<file path="config.mk">
export PLATFORM = sky130hd
export DESIGN_NAME = kronos_lsu_flat
export DESIGN_NICKNAME = d
export VERILOG_FILES = /design/src/rtl/kronos_lsu_if.sv /design/src/rtl/kronos_lsu.sv /design/src/flat_wrapper.sv
export SDC_FILE = /design/constraint.sdc
export NUM_CORES = 1
export LEC_CHECK = 0
export ABC_CLOCK_PERIOD_IN_PS = 1900
export CAP_MARGIN = 20
export CELL_PAD_IN_SITES_DETAIL_PLACEMENT = 1
export CELL_PAD_IN_SITES_GLOBAL_PLACEMENT = 1
export CORE_MARGIN = 5
export CORE_UTILIZATION = 41
export CTS_CLUSTER_SIZE = 8
export DETAILED_ROUTE_END_ITERATION = 7
export DONT_BUFFER_PORTS = 1
export GPL_ROUTABILITY_DRIVEN = 0
export PLACE_DENSITY = 0.8
export SLEW_MARGIN = 15
export SYNTH_ARGS = -nofsm -noshare
export SYNTH_HDL_FRONTEND = slang
export SYNTH_SLANG_ARGS = --single-unit
</file>
<file path="constraint.sdc">
create_clock -name clk -period 1.9 [get_ports clk]
set_clock_uncertainty 0.05 [all_clocks]
set_input_delay 0.38 -clock clk [delete_from_list [all_inputs] [get_ports clk]]
set_output_delay 0.38 -clock clk [all_outputs]
set_load 0.005 [all_outputs]
</file>
<file path="src/rtl/kronos_lsu_if.sv">
// Bundle of the LSU's execute-side request, data-bus and write-back signals.
// The slave modport is the LSU's view; master is the surrounding pipeline and memory.
interface kronos_lsu_if;
    logic        lsu_valid;
    logic        lsu_ready;
    logic        lsu_load;
    logic        lsu_store;
    logic [1:0]  lsu_size;
    logic        lsu_uns;
    logic [31:0] lsu_addr;
    logic [31:0] lsu_wdata;
    logic [4:0]  lsu_rd;

    logic [31:0] data_addr;
    logic [31:0] data_wr_data;
    logic [3:0]  data_mask;
    logic        data_wr_en;
    logic        data_req;
    logic        data_ack;
    logic [31:0] data_rd_data;

    logic        wb_valid;
    logic        wb_ready;
    logic [4:0]  wb_rd;
    logic [31:0] wb_data;
    logic        wb_regwr;
    logic        wb_exc;
    logic [3:0]  wb_cause;
    logic [31:0] wb_tval;

    modport slave (
        input  lsu_valid, lsu_load, lsu_store, lsu_size, lsu_uns, lsu_addr, lsu_wdata, lsu_rd,
        output lsu_ready,
        output data_addr, data_wr_data, data_mask, data_wr_en, data_req,
        input  data_ack, data_rd_data,
        output wb_valid, wb_rd, wb_data, wb_regwr, wb_exc, wb_cause, wb_tval,
        input  wb_ready
    );

    modport master (
        output lsu_valid, lsu_load, lsu_store, lsu_size, lsu_uns, lsu_addr, lsu_wdata, lsu_rd,
        input  lsu_ready,
        input  data_addr, data_wr_data, data_mask, data_wr_en, data_req,
        output data_ack, data_rd_data,
        input  wb_valid, wb_rd, wb_data, wb_regwr, wb_exc, wb_cause, wb_tval,
        output wb_ready
    );
endinterface

</file>
<file path="src/rtl/kronos_lsu.sv">
// RV32 load/store unit: one sized, aligned access at a time on a req/ack bus,
// with misalignment traps and load extension before handing off to write-back.
module kronos_lsu (
    input  logic              clk,
    input  logic              rstz,
    kronos_lsu_if.slave       bus
);
    typedef enum logic [1:0] {IDLE, BUS, DONE} state_t;

    localparam logic [1:0] SZ_BYTE = 2'b00;
    localparam logic [1:0] SZ_HALF = 2'b01;

    state_t      state_q, state_d;
    logic [31:0] data_addr_q, data_addr_d;
    logic [31:0] data_wr_data_q, data_wr_data_d;
    logic [3:0]  data_mask_q, data_mask_d;
    logic        data_wr_en_q, data_wr_en_d;
    logic        data_req_q, data_req_d;
    logic        wb_valid_q, wb_valid_d;
    logic [4:0]  wb_rd_q, wb_rd_d;
    logic [31:0] wb_data_q, wb_data_d;
    logic        wb_regwr_q, wb_regwr_d;
    logic        wb_exc_q, wb_exc_d;
    logic [3:0]  wb_cause_q, wb_cause_d;
    logic [31:0] wb_tval_q, wb_tval_d;
    // Access attributes kept for aligning/extending the read data at ack time
    logic [1:0]  size_q, size_d;
    logic [1:0]  off_q, off_d;
    logic        uns_q, uns_d;
    logic        is_load_q, is_load_d;

    logic        is_st, is_ld, sz_byte, sz_half, misaligned;
    logic [31:0] shifted, load_ext;

    always_comb begin
        is_st      = bus.lsu_store;
        is_ld      = bus.lsu_load & ~bus.lsu_store;
        sz_byte    = (bus.lsu_size == SZ_BYTE);
        sz_half    = (bus.lsu_size == SZ_HALF);
        misaligned = (sz_half & bus.lsu_addr[0]) |
                     (~sz_byte & ~sz_half & (bus.lsu_addr[1:0] != 2'b00));

        shifted = bus.data_rd_data >> {off_q, 3'b000};
        case (size_q)
            SZ_BYTE: load_ext = {{24{~uns_q & shifted[7]}}, shifted[7:0]};
            SZ_HALF: load_ext = {{16{~uns_q & shifted[15]}}, shifted[15:0]};
            default: load_ext = shifted;
        endcase
    end

    always_comb begin
        state_d        = state_q;
        data_addr_d    = data_addr_q;
        data_wr_data_d = data_wr_data_q;
        data_mask_d    = data_mask_q;
        data_wr_en_d   = data_wr_en_q;
        data_req_d     = data_req_q;
        wb_valid_d     = wb_valid_q;
        wb_rd_d        = wb_rd_q;
        wb_data_d      = wb_data_q;
        wb_regwr_d     = wb_regwr_q;
        wb_exc_d       = wb_exc_q;
        wb_cause_d     = wb_cause_q;
        wb_tval_d      = wb_tval_q;
        size_d         = size_q;
        off_d          = off_q;
        uns_d          = uns_q;
        is_load_d      = is_load_q;

        case (state_q)
            IDLE: begin
                if (bus.lsu_valid) begin
                    wb_rd_d    = bus.lsu_rd;
                    wb_data_d  = '0;
                    wb_regwr_d = 1'b0;
                    wb_exc_d   = 1'b0;
                    wb_cause_d = '0;
                    wb_tval_d  = '0;
                    if (!is_ld && !is_st) begin
                        wb_valid_d = 1'b1;
                        state_d    = DONE;
                    end else if (misaligned) begin
                        wb_exc_d   = 1'b1;
                        wb_cause_d = is_st ? 4'd6 : 4'd4;
                        wb_tval_d  = bus.lsu_addr;
                        wb_valid_d = 1'b1;
                        state_d    = DONE;
                    end else begin
                        data_addr_d  = {bus.lsu_addr[31:2], 2'b00};
                        data_wr_en_d = is_st;
                        data_req_d   = 1'b1;
                        if (sz_byte) begin
                            data_wr_data_d = {4{bus.lsu_wdata[7:0]}};
                            data_mask_d    = 4'b0001 << bus.lsu_addr[1:0];
                        end else if (sz_half) begin
                            data_wr_data_d = {2{bus.lsu_wdata[15:0]}};
                            data_mask_d    = bus.lsu_addr[1] ? 4'b1100 : 4'b0011;
                        end else begin
                            data_wr_data_d = bus.lsu_wdata;
                            data_mask_d    = 4'b1111;
                        end
                        size_d    = bus.lsu_size;
                        off_d     = bus.lsu_addr[1:0];
                        uns_d     = bus.lsu_uns;
                        is_load_d = is_ld;
                        state_d   = BUS;
                    end
                end
            end
            BUS: begin
                if (bus.data_ack) begin
                    data_req_d = 1'b0;
                    if (is_load_q) begin
                        wb_data_d  = load_ext;
                        wb_regwr_d = (wb_rd_q != 5'd0);
                    end
                    wb_valid_d = 1'b1;
                    state_d    = DONE;
                end
            end
            DONE: begin
                if (bus.wb_ready) begin
                    wb_valid_d = 1'b0;
                    state_d    = IDLE;
                end
            end
            default: state_d = IDLE;
        endcase
    end

    always_ff @(posedge clk) begin
        if (!rstz) begin
            state_q        <= IDLE;
            data_addr_q    <= '0;
            data_wr_data_q <= '0;
            data_mask_q    <= '0;
            data_wr_en_q   <= 1'b0;
            data_req_q     <= 1'b0;
            wb_valid_q     <= 1'b0;
            wb_rd_q        <= '0;
            wb_data_q      <= '0;
            wb_regwr_q     <= 1'b0;
            wb_exc_q       <= 1'b0;
            wb_cause_q     <= '0;
            wb_tval_q      <= '0;
            size_q         <= '0;
            off_q          <= '0;
            uns_q          <= 1'b0;
            is_load_q      <= 1'b0;
        end else begin
            state_q        <= state_d;
            data_addr_q    <= data_addr_d;
            data_wr_data_q <= data_wr_data_d;
            data_mask_q    <= data_mask_d;
            data_wr_en_q   <= data_wr_en_d;
            data_req_q     <= data_req_d;
            wb_valid_q     <= wb_valid_d;
            wb_rd_q        <= wb_rd_d;
            wb_data_q      <= wb_data_d;
            wb_regwr_q     <= wb_regwr_d;
            wb_exc_q       <= wb_exc_d;
            wb_cause_q     <= wb_cause_d;
            wb_tval_q      <= wb_tval_d;
            size_q         <= size_d;
            off_q          <= off_d;
            uns_q          <= uns_d;
            is_load_q      <= is_load_d;
        end
    end

    assign bus.lsu_ready    = (state_q == IDLE);
    assign bus.data_addr    = data_addr_q;
    assign bus.data_wr_data = data_wr_data_q;
    assign bus.data_mask    = data_mask_q;
    assign bus.data_wr_en   = data_wr_en_q;
    assign bus.data_req     = data_req_q;
    assign bus.wb_valid     = wb_valid_q;
    assign bus.wb_rd        = wb_rd_q;
    assign bus.wb_data      = wb_data_q;
    assign bus.wb_regwr     = wb_regwr_q;
    assign bus.wb_exc       = wb_exc_q;
    assign bus.wb_cause     = wb_cause_q;
    assign bus.wb_tval      = wb_tval_q;
endmodule

</file>
<file path="src/flat_wrapper.sv">
// flat-port wrapper written by rule: the top's interface ports become plain ports
module kronos_lsu_flat 
  (clk, rstz, bus_lsu_valid, bus_lsu_load, bus_lsu_store, bus_lsu_size, bus_lsu_uns, bus_lsu_addr, bus_lsu_wdata, bus_lsu_rd, bus_lsu_ready, bus_data_addr, bus_data_wr_data, bus_data_mask, bus_data_wr_en, bus_data_req, bus_data_ack, bus_data_rd_data, bus_wb_valid, bus_wb_rd, bus_wb_data, bus_wb_regwr, bus_wb_exc, bus_wb_cause, bus_wb_tval, bus_wb_ready);
  kronos_lsu_if bus_i ();
  input  logic clk;
  input  logic rstz;
  input wire logic [$bits(bus_i.lsu_valid)-1:0] bus_lsu_valid;
  input wire logic [$bits(bus_i.lsu_load)-1:0] bus_lsu_load;
  input wire logic [$bits(bus_i.lsu_store)-1:0] bus_lsu_store;
  input wire logic [$bits(bus_i.lsu_size)-1:0] bus_lsu_size;
  input wire logic [$bits(bus_i.lsu_uns)-1:0] bus_lsu_uns;
  input wire logic [$bits(bus_i.lsu_addr)-1:0] bus_lsu_addr;
  input wire logic [$bits(bus_i.lsu_wdata)-1:0] bus_lsu_wdata;
  input wire logic [$bits(bus_i.lsu_rd)-1:0] bus_lsu_rd;
  output wire logic [$bits(bus_i.lsu_ready)-1:0] bus_lsu_ready;
  output wire logic [$bits(bus_i.data_addr)-1:0] bus_data_addr;
  output wire logic [$bits(bus_i.data_wr_data)-1:0] bus_data_wr_data;
  output wire logic [$bits(bus_i.data_mask)-1:0] bus_data_mask;
  output wire logic [$bits(bus_i.data_wr_en)-1:0] bus_data_wr_en;
  output wire logic [$bits(bus_i.data_req)-1:0] bus_data_req;
  input wire logic [$bits(bus_i.data_ack)-1:0] bus_data_ack;
  input wire logic [$bits(bus_i.data_rd_data)-1:0] bus_data_rd_data;
  output wire logic [$bits(bus_i.wb_valid)-1:0] bus_wb_valid;
  output wire logic [$bits(bus_i.wb_rd)-1:0] bus_wb_rd;
  output wire logic [$bits(bus_i.wb_data)-1:0] bus_wb_data;
  output wire logic [$bits(bus_i.wb_regwr)-1:0] bus_wb_regwr;
  output wire logic [$bits(bus_i.wb_exc)-1:0] bus_wb_exc;
  output wire logic [$bits(bus_i.wb_cause)-1:0] bus_wb_cause;
  output wire logic [$bits(bus_i.wb_tval)-1:0] bus_wb_tval;
  input wire logic [$bits(bus_i.wb_ready)-1:0] bus_wb_ready;
  assign bus_i.lsu_valid = bus_lsu_valid;
  assign bus_i.lsu_load = bus_lsu_load;
  assign bus_i.lsu_store = bus_lsu_store;
  assign bus_i.lsu_size = bus_lsu_size;
  assign bus_i.lsu_uns = bus_lsu_uns;
  assign bus_i.lsu_addr = bus_lsu_addr;
  assign bus_i.lsu_wdata = bus_lsu_wdata;
  assign bus_i.lsu_rd = bus_lsu_rd;
  assign bus_lsu_ready = bus_i.lsu_ready;
  assign bus_data_addr = bus_i.data_addr;
  assign bus_data_wr_data = bus_i.data_wr_data;
  assign bus_data_mask = bus_i.data_mask;
  assign bus_data_wr_en = bus_i.data_wr_en;
  assign bus_data_req = bus_i.data_req;
  assign bus_i.data_ack = bus_data_ack;
  assign bus_i.data_rd_data = bus_data_rd_data;
  assign bus_wb_valid = bus_i.wb_valid;
  assign bus_wb_rd = bus_i.wb_rd;
  assign bus_wb_data = bus_i.wb_data;
  assign bus_wb_regwr = bus_i.wb_regwr;
  assign bus_wb_exc = bus_i.wb_exc;
  assign bus_wb_cause = bus_i.wb_cause;
  assign bus_wb_tval = bus_i.wb_tval;
  assign bus_i.wb_ready = bus_wb_ready;
  kronos_lsu u_core (.clk(clk), .rstz(rstz), .bus(bus_i));
endmodule
</file>
Word level (Yosys, flattened, before mapping):

Cells that the tools add are included.

* flip-flop bits (word level): 152
* output and inout bits: 147
* logic and storage cells: 97

* multiplexer cells: 38
* reduce and logical (&&, ||, !) cells: 16
* bitwise logic cells: 13
* equality and inequality tests: 11
* shift operators: 2

Operators with widths (number)
* 32-bit two-way mux: 7
* 32-bit case mux with 2 select lines: 2
* 32-bit by 5-bit >> shifter with 32-bit output: 1
* 4-bit two-way mux: 5
* 1-bit two-way mux: 14
* 2-bit two-way mux: 6
* 2-bit != test, second input constant: 5
* 5-bit AND reduction: 2
* 4-bit AND reduction: 2
* 1-bit AND: 6
* 2-bit by 1-bit equality test with 1-bit output, second input constant: 3
* 2-bit zero test: 3
* 1-bit inverter: 6
* 2-bit case mux with 3 select lines: 1
* 5-bit nonzero test: 1
* 1-bit case mux with 2 select lines: 2
* 2-bit nonzero test: 2
* 1-bit by 2-bit << shifter with 4-bit output, first input constant: 1
* 3-bit by 1-bit != test with 1-bit output, second input constant: 1
* 1-bit case mux with 3 select lines: 1
* 3-bit AND reduction: 1
* 3-bit nonzero test: 1
* 2-bit equality test, second input constant: 1
* 1-bit zero test: 2
* 4 further kinds: 4

Logic depth before layout (Yosys ltp):

* word-level depth: 9
* mapped depth: 11
* depth with buffers taken out: 6

Worst setup path before layout:

Ideal clock, no wire load.

* path kind: register to register
* start point: register u_core.state_q[0]
* end point: register u_core.wb_data_q[29] (netlist: u_core.bus.wb_data[29])
* data required time: 1.736 ns
* arrival time: 1.766 ns
* library setup time: 0.114 ns
* cell stages (with the launch flop): 10
* path buffers: 3
* slack: -0.030 ns
* cell sequence: dfxtp_1 > inv_1 > ha_1 > buf_2 > nor2b_1 > a211o_1 > buf_2 > buf_2 > a32o_1 > a21o_1

* word-level cells in the longest chain between the ends: 3
* elaborated cells on any way between the ends: 8
* classes of those cells: eq/ne: 4; mux: 1; reduce/logical: 3

RTL lines
* start: declaration: line kronos_lsu.sv:13 `state_t state_q, state_d;`
* start signal: assignment: line kronos_lsu.sv:151 `state_q <= state_d;`
* 2-bit zero test *
* net bus_lsu_ready: line flat_wrapper.sv:15 `output wire logic [$bits(bus_i.lsu_ready)-1:0] bus_lsu_ready;`
* 2-bit != test (no source line) or 2-bit nonzero test (tied branches)
* 4-bit AND reduction (no source line)
* end signal: assignment: line kronos_lsu.sv:159 `wb_data_q <= wb_data_d;`
* end: declaration: line kronos_lsu.sv:21 `logic [31:0] wb_data_q, wb_data_d;`

Mark *: on every way through the listed nets, which the timed path passes. The rest lies on a longest branch.
A chain may end at the register's enable or synchronous reset.

Final worst setup path:

* start point: register u_core.state_q[0]
* end point: register u_core.wb_data_q[29] (netlist: u_core.bus.wb_data[29])

* word-level cells in the longest chain between the ends: 3
* elaborated cells on any way between the ends: 8
* classes of those cells: eq/ne: 4; mux: 1; reduce/logical: 3

RTL lines
* 2-bit by 1-bit equality test with 1-bit output or 2-bit zero test (tied branches): line kronos_lsu.sv:70 `case (state_q)`
* 2-bit by 1-bit != test with 1-bit output (no source line), or another cell as far along
* 4-bit AND reduction (no source line)

Several ways; a longest one is shown, not always the timed one.

==> metrics.txt <==
wire length per cell 22.9 um; Vias/cell 5.94; top-level I/O count 258; GRT Util Overall 22.8%; fin cells 915; vias 5,431; total power 8.23 mW; Netlist cell types 47; DP HPWL 14.8 mm; Residual DRC 0; max-slew violations 0; sequential share of power 42.5%; internal power 5.95 mW; Synth Register Bits 149; total CTS buffers 17; critical path fanouts, max 10; Worst VDD drop 0.591 mV; Nets 828; Routed Antenna Nets 0; total die area 0.0179 mm2; clock sinks 149; share of flip-flops with an asynchronous set or reset 0%; largest net degree at the start of global routing 64; Antenna diodes 0; htree depth 4; IO buf count 0; yosys warns 0; clock power share 42.6%; worst-margin pin slew 0.674 ns; worst setup margin 0.0620 ns; Die X 134 um; FP Rows 45; Clk pin slew, worst setup/hold paths 0.06 ns; DP Worst Slack -0.0809 ns; area fraction of the dominant cell type after synthesis 47.4%; hold_buf cts 0; post-synthesis cell count 731; MaxCap Viol Count 0; register area share after synthesis 47.4%; vias in the first global route 5,819; Post-Syn Area per Cell 8.61 um2; first-pass GRT wire length 32.5 mm; clk buf depth 2; minimum clock period 1.84 ns; Crit Path Category reg -> reg; Inst Count DP 880; DRT iter0 DRCs 202; relative slew slack 54.9%; most instantiated cells after synthesis dfxtp_1 (149), nand2_1 (141), a21oi_1 (71); area of the multi-input gates 0.00303 mm2; Switching Fraction 27.8%; initial core utilization 41.6%; CP endpoint kind register; fin crit share 96.7%; first-pass detailed-route iteration total 5; later-pin clock latency in the skew report 0.42 ns; area leader, netlist dfxtp_1; CTS tree done; Logic pwr share 14.9%; most common cell in the synthesized netlist dfxtp_1; Pwr Density 1140 mW/mm2; type of origin of the critical path register; Core Box Area 0.0151 mm2; status completed; share of post-route cells with drive strength above 1 11.6%; Synth Flop Type dfxtp_1; Crit path arrival time 2.10 ns; leak pwr 2.71 nW; Final setup viols 0; root buffer cell clkbuf_16; maximum clock frequency 544 MHz; Area Overhead vs Synth 14.9%; area occupied by registers 0.00299 mm2; number of flops mapped to enable cells by yosys 0; gr ovfl total 0; filler cell count in the final layout 1,748; Netlist Area Pre-Place 0.00630 mm2; Req. time, crit path 2.16 ns; Psw 2.29 mW; largest cells by area after synthesis dfxtp_1 (47%), nand2_1 (8.4%), a21oi_1 (5.6%), mux2i_1 (5.2%), a22oi_1 (3.9%); Die Height 134 um; Detailed Route WL 21.0 mm; RSZ-0062 raised after global routing yes; Hold Fails Final Rpt 0; Hold WC Path Type in -> reg; initial antenna violation count 0
[flip-flops by register name, summed over array words and instances (netlist names)]
signal                   flops
u_core.bus.data_wr_data     32
u_core.bus.wb_data          32
u_core.bus.wb_tval          32
u_core.bus.data_addr        30
u_core.bus.wb_rd             5
u_core.bus.data_mask         4
u_core.bus.wb_cause          2
u_core.off_q                 2
u_core.size_q                2
u_core.state_q               2
u_core.bus.data_req          1
u_core.bus.data_wr_en        1
u_core.bus.wb_regwr          1
u_core.bus.wb_valid          1
u_core.is_load_q             1
u_core.uns_q                 1
[worst max-delay path: stages (launching register included)]
cell and delay [ns]:
dfxtp_4 0.37, inv_2 0.06, ha_4 0.19, nor2b_1 0.16
a211o_2 0.36, buf_6 0.17, a32o_1 0.20, a21o_1 0.17
[metal layers]
metal | wire (um) | share of wire, % | GRT usage [%]
met1 | 7880 | 38 | 24.7
met2 | 10200 | 49 | 39.1
met3 | 2250 | 11 | 10.1
met4 | 623 | 3.0 | 9.03
met5 | 0 | 0 | 0
[layout make-up]
cell class	count	share of cell area, %
inverter	8	0.450
clock buffer	19	6.12
tap	188	3.25
clock inverter	13	2.39
timing repair buffer	30	4.60
sequential	149	41.3
multi-input combinational	508	41.9
[kinds of logic after synthesis]
group                      synth area share [%]
AOI/OAI and AO/OA                          23.5
adders and majority gates                 0.596
buffers and inverters                      5.80
DFF                                        47.4
muxes                                      5.60
other                                    0.0596
and+or+nand+nor                            17.1
[power groups by stage]
stage	sequential [mW]	combinational [mW]	clock (mW)
finish	3.50	1.23	3.50
global route	3.52	1.35	3.71
CTS	3.50	1.20	3.57
detailed placement	3.57	1.13	0
global placement	3.56	1.05	0
floorplan	3.50	0.847	0
[worst paths after layout]
| check | endpoint | slack [ns] | start | cells after the start |
|---|---|---|---|---|
| hold / removal | u_core.bus.wb_data[30] | 0.03 | rstz | 1 |
| hold reg to reg | u_core.bus.data_wr_data[25] | 0.43 | u_core.bus.data_wr_data[25] | 2 |
| setup reg to reg | u_core.bus.wb_data[29] | 0.06 | u_core.state_q[0] | 7 |
| setup / recovery | u_core.bus.wb_data[29] | 0.06 | u_core.state_q[0] | 7 |
[metrics by stage]
step | instance area, um2 | TNS, ns | hold slack [ns] | util [%]
final | 7230 | 0 | 0.0319 | 47.7
after detailed placement | 6500 | -1.16 | 0.421 | 42.9
after global placement | 6500 | 0 | 0.419 | 42.9
after global routing | 7230 | -0.00907 | 0.00687 | 47.7
after floorplan | 6310 | 0 | 0.398 | -
after CTS | 7200 | 0 | 0.0118 | 47.5
[cell usage in the layout, fill, tap and decap left out, types with 3 or more instances in the layout]
master,synthesis,routed
and2_1,5,6
nand3_1,4,3
inv_1,7,4
nor2b_1,9,9
o2bb2ai_1,15,13
nand3b_1,9,9
a22oi_1,33,33
conb_1,1,4
a21oi_1,71,70
buf_12,0,6
dfxtp_1,149,147
nor2_1,64,64
a211o_1,8,7
a32oi_1,7,7
a21o_1,15,15
a32o_1,8,8
or2_2,3,3
nand2_1,141,141
bufinv_16,0,3
nor3_1,4,3
clkinv_4,0,3
and3_1,4,3
buf_4,8,21
o211ai_1,8,8
a211oi_1,10,10
clkinvlp_4,0,3
a311oi_1,9,9
mux2i_1,33,33
o21ai_0,20,20
clkbuf_16,0,17
[repair_timing]
| action | in CTS | in global routing |
|---|---|---|
| gates resized for setup | 9 | 9 |
| pin swaps | 1 | 1 |
| endpoints found under the setup margin | 29 | 21 |
| gates cloned | 1 | 0 |
| buffers inserted | 2 | 0 |
(Power assumes the default switching activity.)
